### src/rtl/if_fetch_stage.sv
// if_fetch_stage: instruction fetch over a request/response memory port, holding one PC+instruction for ID.
module if_fetch_stage #(
  parameter int ADDR_W = 32,
  parameter int DATA_W = 32
) (
  input  logic              clk,
  input  logic              rst,
  input  logic              pc_valid_in,
  input  logic [ADDR_W-1:0] pc_in,
  output logic              if_allowin,
  output logic              inst_req,
  output logic [ADDR_W-1:0] inst_addr,
  input  logic              inst_addr_ok,
  input  logic              inst_data_ok,
  input  logic [DATA_W-1:0] inst_rdata,
  input  logic              id_allowin,
  output logic              if_to_id_valid,
  output logic [ADDR_W-1:0] if_pc,
  output logic [DATA_W-1:0] if_inst,
  output logic              if_excp_adel,
  input  logic              flush
);
  typedef enum logic [2:0] {IDLE, REQ, WAIT, FULL, CANCEL} state_t;
  state_t            state;
  logic [ADDR_W-1:0] pc_reg;
  logic [DATA_W-1:0] inst_reg;
  logic              adel_reg;
  logic              accept;
  logic              misaligned;
  assign if_allowin     = !flush && (state == IDLE || (state == FULL && id_allowin));
  assign accept         = pc_valid_in && if_allowin;
  assign misaligned     = |pc_in[1:0];
  assign inst_req       = state == REQ;
  assign inst_addr      = pc_reg;
  assign if_to_id_valid = state == FULL;
  assign if_pc          = pc_reg;
  assign if_inst        = inst_reg;
  assign if_excp_adel   = adel_reg;
  always_ff @(posedge clk) begin
    if (rst) begin
      state    <= IDLE;
      pc_reg   <= '0;
      inst_reg <= '0;
      adel_reg <= 1'b0;
    end else if (flush) begin
      // an accepted request still owes one data_ok, which CANCEL swallows
      case (state)
        REQ:     state <= inst_addr_ok ? CANCEL : IDLE;
        WAIT:    state <= inst_data_ok ? IDLE : CANCEL;
        CANCEL:  state <= inst_data_ok ? IDLE : CANCEL;
        default: state <= IDLE;
      endcase
    end else if (accept) begin
      pc_reg   <= pc_in;
      adel_reg <= misaligned;
      if (misaligned) inst_reg <= '0;
      state    <= misaligned ? FULL : REQ;
    end else begin
      case (state)
        REQ:     if (inst_addr_ok) state <= WAIT;
        WAIT:    if (inst_data_ok) begin
                   inst_reg <= inst_rdata;
                   state    <= FULL;
                 end
        FULL:    if (id_allowin) state <= IDLE;
        CANCEL:  if (inst_data_ok) state <= IDLE;
        default: state <= state;
      endcase
    end
  end
  assert property (@(posedge clk) disable iff (rst) inst_data_ok |-> (state == WAIT || state == CANCEL));
endmodule
### config.mk
export PLATFORM = sky130hd
export DESIGN_NAME = if_fetch_stage
export DESIGN_NICKNAME = d
export VERILOG_FILES = /design/src/rtl/if_fetch_stage.sv
export SDC_FILE = /design/constraint.sdc
export NUM_CORES = 1
export LEC_CHECK = 0
export ABC_AREA = 1
export BUFFER_PORTS_ARGS = -buffer_cell sky130_fd_sc_hd__buf_4
export CORE_UTILIZATION = 48
export DETAILED_ROUTE_END_ITERATION = 8
export PLACE_DENSITY = 0.83
export SETUP_SLACK_MARGIN = 0.2
export SLEW_MARGIN = 10
export SYNTH_ARGS = -nofsm -noshare
export SYNTH_HDL_FRONTEND = slang
export SYNTH_SLANG_ARGS = --single-unit
### constraint.sdc
create_clock -name clk -period 3.8 [get_ports clk]
set_input_delay 0.38 -clock clk [delete_from_list [all_inputs] [get_ports clk]]
set_output_delay 0.38 -clock clk [all_outputs]
set_load 0.05 [all_outputs]
==> results of run 1 <==
==> sequential cells by signal (all words and copies together) (netlist names) <==
| signal | flops |
|---|---|
| if_inst | 32 |
| if_excp_adel | 1 |
| state | 3 |
| if_pc | 32 |
==> report_power, final <==
group          internal (mW)  switching [mW]
Combinational          0.235           0.506
Clock                  0.367           0.278
Sequential             0.778          0.0451
Total                   1.38           0.830
==> metal layers <==
| metal | track usage, % | wire, um | vias up |
|---|---|---|---|
| met1 | 29.4 | 3460 | 1451 |
| met2 | 45.7 | 4500 | 97 |
| met3 | 3.85 | 393 | 6 |
| met5 | 0 | 0 | - |
| met4 | 10.2 | 83 | 0 |
| li1 | - | - | 1591 |
==> final cells by class <==
class	count	area, um^2
clock buffer	9	124
clock inverter	7	91.3
timing repair buffer	172	1290
tap	75	93.8
multi-input combinational	298	1310
inverter	11	41.3
fill	505	1750
sequential	68	1360
==> cell families after synthesis <==
kind of cell / share of synthesized area (%)
flops: 43.9
simple gates: 35.6
xor+xnor: 0.283
compound gates: 6.42
buf+inv: 13.8
==> worst min-delay path, stage by stage <==
cell and delay, ns:
buf_4 0.11, nand3_1 0.07, a21oi_1 0.05
==> cell usage in the layout, fill, tap and decap left out, types with 2 or more instances in the layout <==
master	netlist	final
a21oi_1	37	37
dfxtp_1	68	68
nor2_1	58	58
nand3_1	38	38
inv_1	10	10
clkbuf_8	0	9
clkinv_2	0	3
buf_4	41	172
bufinv_16	0	2
nand3b_1	12	12
nand2_1	143	143
==> worst paths after layout <==
path,from,to,cells past startpoint
worst max-delay path,state[1],if_allowin,4
worst min-delay path,pc_in[20],if_pc[20],3
worst max register to register,state[1],if_pc[5],7
worst min register to register,if_excp_adel,if_excp_adel,2
==> results.toml, run 1 <==
[placement]
dpl-instance-area_mm2 = 0.00410
gp_congestion = 0.827
dpl.cell_count = 624
dp_slack_ns = 1.62
dp_hpwl_um = 5850
io_buffers = 170

[clocking]
cts.sinks = 68
clk_pin_slew_ns = 0.08
cts_root_buf = "clkbuf_8"
cts.repair.resized = 0
worstSkewPairLatency_ns = 0.33
cts_made_buffers = 9
clockBufferDepth = 2
cts_hold_buf = 0
cts_tree = "built"
post-cts-setup-buffers = 0
htreeDepth = 3

[setup_path]
cp.arrival_ns = 1.86
slowest_delay_ns = 0.52
cpMaxStageDelayCell = "a21oi_2"
rrSetupSlack_ns = 1.61
crit_required_ns = 3.42
critical_path_class = "flip-flop to primary output"
crit_path_max_fanout = 14
path_buf_inv = 1
cpLargestDelayFamily = "compound AO/OA/AOI/OAI gates"
cp-end-kind = "primary output"
critPathLaunchType = "flip-flop"
path_cells = "nor2_2, nand2_1, a21oi_2, buf_4"

[logic_synthesis]
netlist_area_mm2 = 0.00310
synth_edf_count = 0
async_reset_ff_share_pct = 0
yosysMostFrequentCell = "nand2_1"
synth_cell_type_count = 22
synth_top_cells_by_count = "nand2_1, dfxtp_1, nor2_1"
syn_inst = 437
synth_nets = 508
synth_area_per_cell_um2 = 7.09
synth.largest_area_cell = "dfxtp_1"
ys_ff_latch = 68
ys_seq_area_share_pct = 43.9
synth_top_cell_area_share_pct = 43.9
yosys_warnings = 0
synth_area_leaders = "dfxtp_1, nand2_1, buf_4"
synthFlopType = "dfxtp_1"

[worst_hold_path]
hp-class = "primary input to flip-flop"

[layout]
stdcell_area_mm2 = 0.00431
stdcell_count = 640
insertedDiodeCount = 0
drive_above_1_share_pct = 34.7
area_delta_synth_final_pct = 39.1
nets = 631
post-route-util_pct = 71.2

[timing]
fin_crit_ns = 2.24
finalHoldViolations = 0
rsz0062_at_grt = "false"
setup_viol = 0
fmax_mhz = 446
postLayoutSetupSlackWorst_ns = 1.56
tightest_slew_ns = 0.704
setup-tns-final_ns = 0
fin_crit_sh_pct = 59.0
hold_slack_ns = 0.314
maxSlewViolCount = 0
relSlewSlack_pct = 53.0
skew_ns = 0.00665

[route]
num_vias = 3145
drtIter0Drc = 157
wire_per_inst_um = 13.2
route.detailed.vias_per_inst = 4.91
drc = 0
drt_wl_total_um = 8430
drt-pass1-iter-count = 4
postRouteAntennaNets = 0

[global_routing]
grt_pass1_wl_um = 13000
grt_pass1_vias = 2803
grt_overflow = 0
grt_max_degree = 54
grtUsageTotal_pct = 25.2
antenna_found_initial = 0

[outcome]
run_status = "completed"

[floorplan]
die_h_um = 82.4
die_w_um = 82.4
row_count = 28
io_pins = 171
core_area_mm2 = 0.00606
start_util_pct = 51.2
fp.dieArea_mm2 = 0.00678

[power_and_ir_drop]
p_leak_nw = 2.16
power_mw = 2.21
vdd_ir_drop_max_uv = 307
p_per_area_mw_per_mm2 = 512

[flow_run]
drv_cap = 0
No activity file was read; power rests on OpenSTA's default activity.
==> run 2: changes to the inputs <==
--- a/config.mk
+++ b/config.mk
@@ -5,11 +5,11 @@
 export SDC_FILE = /design/constraint.sdc
 export NUM_CORES = 1
 export LEC_CHECK = 0
-export ABC_AREA = 1
+export ABC_AREA = 0
 export BUFFER_PORTS_ARGS = -buffer_cell sky130_fd_sc_hd__buf_4
-export CORE_UTILIZATION = 48
+export CORE_UTILIZATION = 38
 export DETAILED_ROUTE_END_ITERATION = 8
-export PLACE_DENSITY = 0.83
+export PLACE_DENSITY = 0.73
 export SETUP_SLACK_MARGIN = 0.2
 export SLEW_MARGIN = 10
 export SYNTH_ARGS = -nofsm -noshare
==> constraint.sdc (replaced) <==
create_clock -name clk -period 1.8 [get_ports clk]
set_input_delay 0.18 -clock clk [delete_from_list [all_inputs] [get_ports clk]]
set_output_delay 0.18 -clock clk [all_outputs]
set_load 0.05 [all_outputs]
==> run 2 against run 1 <==
Compared with the run above:
- synthesized cell count shrank 35%
- setup slack worse by 1.3 ns
- combinational power increased by 18%
- wire length decreased by 14%
- non-clock buffer count rose by 6
- design area shrank 5.7%
==> results.toml, run 2 <==
[power_and_ir_drop]
p_leak_nw = 1.88
switching_power_mw = 1.17
vdd_ir_drop_max_uv = 508
p_seq_share_pct = 43.3
swShare_pct = 31.4
clkPwrFrac_pct = 33.3
power.internal_mw = 2.56
p_per_area_mw_per_mm2 = 918
pwr-share-comb_pct = 23.4

[setup_path]
rrSetupSlack_ns = 0.21
worstReg2RegStart = "state[2]"
critical_path_class = "flip-flop to primary output"
path_buf_inv = 1
crit_required_ns = 1.62
crit_path_max_fanout = 8
r2r_end = "if_inst[23]"
cpMaxStageDelayCell = "dfxtp_4"
reg2reg_depth = 4
cp.arrival_ns = 1.41
cpLargestDelayFamily = "flip-flops"
startpoint = "state[1]"
slowest_delay_ns = 0.37
cp-end-kind = "primary output"
path_cells = "or2_4, a211oi_2, buf_6"
critPathLaunchType = "flip-flop"

[layout]
stdcell_count = 508
layout_commonest_cell = "buf_4"
nets = 497
area_delta_synth_final_pct = 54.7
insertedDiodeCount = 0
mostFrequentLayoutCells = "buf_4, nand2_1, dfxtp_1"
drive_above_1_share_pct = 48.7

[outcome]
run_status = "completed"

[worst_hold_path]
worstHoldStart = "inst_rdata[29]"
whs_endpoint = "if_inst[29]"
hp-class = "primary input to flip-flop"
hold-path-cell-count = 2

[floorplan]
fp.dieArea_mm2 = 0.00725
die_w_um = 85.2
core_area_mm2 = 0.00649
start_util_pct = 40.5
io_pins = 171
row_count = 29
die_h_um = 85.2

[placement]
dpl.cell_count = 486
gp_congestion = 0.872
dp_hpwl_um = 4840
io_buffers = 170

[logic_synthesis]
ys_seq_area_share_pct = 51.8
synth_top_cell_area_share_pct = 51.8
syn_inst = 286
async_reset_ff_share_pct = 0
synth_top_cells_by_count = "dfxtp_1, nand2_1, a21oi_1"
yosys_warnings = 0
synth_cell_type_count = 25
synth_area_per_cell_um2 = 9.19
synthFlopType = "dfxtp_1"
synth_area_leaders = "dfxtp_1, a22o_1, nand2_1"
synth.largest_area_cell = "dfxtp_1"
synth_edf_count = 0
synth_nets = 357
netlist_area_mm2 = 0.00263
yosysMostFrequentCell = "dfxtp_1"
ys_ff_latch = 68

[timing]
setup_viol = 0
finalHoldViolations = 0
rsz0062_at_grt = "true"
skew_ns = 0.00865
fin_crit_ns = 1.59
fmax_mhz = 630
fin_crit_sh_pct = 88.1
maxSlewViolCount = 0
hold_slack_ns = 0.0463
setup-tns-final_ns = 0
relSlewSlack_pct = 61.6
tightest_slew_ns = 0.574

[route]
route.detailed.vias_per_inst = 4.88
drc = 0
drtIter0Drc = 45
drt-pass1-iter-count = 4
num_vias = 2478
postRouteAntennaNets = 0
wire_per_inst_um = 14.3
drt_wl_total_um = 7270

[global_routing]
grt_pass1_vias = 2336
antenna_found_initial = 0
grt_overflow = 0
grt_pass1_wl_um = 10900
grt_max_degree = 35
grtUsageTotal_pct = 19.4

[clocking]
cts_tree = "built"
htreeDepth = 3
cts_hold_buf = 0
clockBufferDepth = 2
clk_pin_slew_ns = 0.08
cts.sinks = 68
cts_made_buffers = 9
worstSkewPairLatency_ns = 0.34
cts_root_buf = "clkbuf_8"

[flow_run]
drv_cap = 0
## run 2: cell types whose count changed in the layout (fill, tap and decap cells not counted), moves of 3 or more
cell,delta
dfxtp_1,-3
buf_6,+3
nand3_1,-37
nand2_1,-76
nand3b_1,-11
inv_1,-8
a22o_1,+32
o211a_4,+4
nand2b_1,+4
nor2_1,-55
## run 2: cells by family after synthesis
logic type             count (synthesis)  share of synthesized area [%]
AO/OA/AOI/OAI                         79                           20.7
buffers and inverters                 54                           13.8
flip-flops                            68                           51.8
multiplexers                           1                          0.428
AND/OR/NAND/NOR                       84                           13.3
## run 2: what timing repair did
item	in CTS	in global routing
setup endpoints to repair	34	34
gates cloned	3	2
pin swaps	0	21
resized for setup	14	3
hold endpoints to repair	0	0
buffers inserted	0	1
## run 2: how the worst max path moves through the flow
stage / end / slack (ns) / cells past startpoint
floorplan: if_inst[0] / 0.05 / 7
detailed placement: if_inst[6] / 0.11 / 4
CTS: if_allowin / 0.20 / 3
finish: if_allowin / 0.21 / 3
global route: if_allowin / 0.16 / 3
global placement: if_inst[19] / 0.16 / 5
## run 2: power groups by stage
stage                     Combinational (mW)  Clock (mW)  Sequential (mW)
after floorplan                        0.398           0             1.83
after global routing                   0.919        1.35             1.63
after detailed placement               0.833           0             1.65
final                                  0.874        1.24             1.62
after global placement                 0.826           0             1.65
after CTS                              0.870        1.28             1.62
## run 2: metrics by stage
| stage | utilization (%) | power, mW | cell area (um^2) | worst slack [ns] |
|---|---|---|---|---|
| after floorplan | - | 2.22 | 2640 | 0.0456 |
| after global placement | 57.3 | 2.47 | 3720 | 0.155 |
| after detailed placement | 57.3 | 2.48 | 3720 | 0.106 |
| after CTS | 61.7 | 3.76 | 4010 | 0.200 |
| after global routing | 62.6 | 3.89 | 4070 | 0.157 |
| final | 62.6 | 3.73 | 4070 | 0.214 |
## run 2: metal layers
layer / track usage (%) / vias to the layer above / wire length [um]
li1: - / 1234 / -
met1: 21.9 / 1100 / 2950
met2: 33.7 / 136 / 3550
met3: 6.61 / 8 / 689
met4: 7.86 / 0 / 77
met5: 0 / - / 0
## run 2: cell type report
class,count,area (um^2)
fill,569,2430
timing repair buffer,178,1390
sequential,68,1370
multi-input combinational,167,1000
clock buffer,10,138
tap,77,96.3
clock inverter,6,63.8
inverter,2,7.51
==> run 3: changes to the inputs <==
--- a/config.mk
+++ b/config.mk
@@ -5,9 +5,9 @@
 export SDC_FILE = /design/constraint.sdc
 export NUM_CORES = 1
 export LEC_CHECK = 0
-export ABC_AREA = 0
+export ABC_AREA = 1
 export BUFFER_PORTS_ARGS = -buffer_cell sky130_fd_sc_hd__buf_4
-export CORE_UTILIZATION = 38
+export CORE_UTILIZATION = 40
 export DETAILED_ROUTE_END_ITERATION = 8
 export PLACE_DENSITY = 0.73
 export SETUP_SLACK_MARGIN = 0.2
==> run 3 against run 2 <==
Compared with the run above:
- combinational power is 100% higher
- design area increased by 16%
- sequential share of layout area decreased by 4.5 points
- via count grew 33%
- core utilization is 1.2 points higher
- global-route usage increased by 0.98 points
- final cell count grew 35%
- setup slack lost 0.021 ns
- critical path type unchanged
==> results.toml, run 3 (synthesized netlist as in run 1, its figures left out) <==
[outcome]
run_status = "completed"

[setup_path]
cp.arrival_ns = 1.43
startpoint = "state[2]"
crit_cells = 5
cp-end-kind = "primary output"
critPathLaunchType = "flip-flop"
worstReg2RegStart = "state[2]"
slowest_delay_ns = 0.36
rrSetupSlack_ns = 0.25
path_buf_inv = 3
path_cells = "inv_4, nand4_1, a21oi_4, buf_12, buf_12"
crit_top_cell = "buf_12"
crit_path_max_fanout = 3
r2r_end = "if_inst[26]"
cpMaxStageDelayCell = "dfxtp_4"
crit_end = "if_allowin"
crit_required_ns = 1.62
cpLargestDelayFamily = "flip-flops"
critical_path_class = "flip-flop to primary output"
reg2reg_depth = 9

[placement]
io_buffers = 170
dpl-instance-area_mm2 = 0.00421
dp_hpwl_um = 5980
gp_congestion = 0.756
dp_slack_ns = 0.199

[timing]
hold_slack_ns = 0.105
fin_crit_sh_pct = 89.3
tightest_slew_ns = 0.707
rsz0062_at_grt = "true"
skew_ns = 0.0102
fmax_mhz = 622
postLayoutSetupSlackWorst_ns = 0.192
setup_viol = 0
relSlewSlack_pct = 52.8
maxSlewViolCount = 0
fin_crit_ns = 1.61
finalHoldViolations = 0
setup-tns-final_ns = 0

[floorplan]
row_count = 31
start_util_pct = 42.1
fp.dieArea_mm2 = 0.00811
die_h_um = 90.0
die_w_um = 90.0
core_area_mm2 = 0.00737
io_pins = 171

[clocking]
cts_tree = "built"
worstSkewPairLatency_ns = 0.34
clockBufferDepth = 2
clk_pin_slew_ns = 0.08
htreeDepth = 3
cts_root_buf = "clkbuf_8"
cts_made_buffers = 9
cts.sinks = 68

[power_and_ir_drop]
p_seq_share_pct = 35.4
vdd_ir_drop_max_uv = 498
p_leak_nw = 2.32
switching_power_mw = 1.81
swShare_pct = 36.8
p_per_area_mw_per_mm2 = 1050
clkPwrFrac_pct = 28.5
pwr-share-comb_pct = 36.1
power_mw = 4.92
power.internal_mw = 3.11

[global_routing]
grt_overflow = 0
grtUsageTotal_pct = 20.4
grt_pass1_wl_um = 13500
grt_max_degree = 57
grt_pass1_vias = 2821
antenna_found_initial = 0

[layout]
nets = 653
stdcell_area_mm2 = 0.00470
area_delta_synth_final_pct = 51.7
insertedDiodeCount = 0
drive_above_1_share_pct = 38.0
layout_commonest_cell = "buf_4"
mostFrequentLayoutCells = "buf_4, nand2_1, dfxtp_1"

[route]
drtIter0Drc = 127
num_vias = 3302
wire_per_inst_um = 13.6
drt_wl_total_um = 9310
drc = 0
postRouteAntennaNets = 0
drt-pass1-iter-count = 4
route.detailed.vias_per_inst = 4.81

[flow_run]
drv_cap = 0

[worst_hold_path]
hp-class = "primary input to flip-flop"
-- run 3: cell types whose count changed in the layout (fill, tap and decap cells not counted), moves of 8 or more --
cell and delta:
buf_4 +12, inv_1 +8, nand3_1 +37, a22o_1 -32, nand3b_1 +11, nand2_1 +75, nor2_1 +54
-- run 3: worst min path at each step --
stage	start	cells past startpoint	slack, ns	to
after CTS	pc_in[20]	3	0.09	if_pc[20]
after detailed placement	pc_in[18]	3	0.46	if_pc[18]
after global routing	pc_in[20]	3	0.11	if_pc[20]
after global placement	pc_in[22]	3	0.46	if_pc[22]
final	pc_in[21]	3	0.11	if_pc[21]
after floorplan	flush	2	0.33	state[2]
-- run 3: routing by layer --
layer / vias to the layer above / track usage, % / wire (um) / part of all wire [%]
li1: 1636 / - / - / -
met1: 1533 / 24.1 / 3730 / 40
met2: 120 / 36.8 / 4970 / 53
met3: 13 / 3.38 / 472 / 5.1
met4: 0 / 7.66 / 138 / 1.5
met5: - / 0 / 0 / 0
-- run 3: worst register-to-register path: cells and delay by family (launching register included) --
family	cells	cell delay, ns
buffers and inverters	2	0.22
DFF	1	0.36
and+or+nand+nor	7	0.87
-- run 3: stage by stage --
stage	utilization (%)	cells
5_1_grt	63.8	686
3_5_place_dp	57.2	654
4_1_cts	61.8	678
6_report	63.8	686
2_1_floorplan	-	437
3_3_place_gp	57.2	654
-- run 3: layout make-up --
cell class | count | area, um^2
Fill cell | 691 | 2670
Multi-Input combinational cell | 298 | 1340
Clock buffer | 10 | 138
Timing Repair Buffer | 194 | 1600
Inverter | 11 | 43.8
Sequential cell | 68 | 1370
Clock inverter | 6 | 87.6
Tap cell | 99 | 124
-- run 3: timing repair --
item | CTS | global route
gates resized for setup | 12 | 5
pin swaps | 3 | 3
endpoints found under the setup margin | 2 | 41
hold buffers | 0 | 0
buffers inserted | 7 | 4
cloned | 1 | 4
-- run 3: power by group through the flow --
| stage | clock network [mW] | logic [mW] | registers [mW] |
|---|---|---|---|
| final | 1.40 | 1.77 | 1.74 |
| after global routing | 1.49 | 1.88 | 1.75 |
| after CTS | 1.44 | 1.68 | 1.74 |
| after detailed placement | 0 | 1.60 | 1.77 |
| after global placement | 0 | 1.58 | 1.77 |
| after floorplan | 0 | 0.716 | 2.20 |
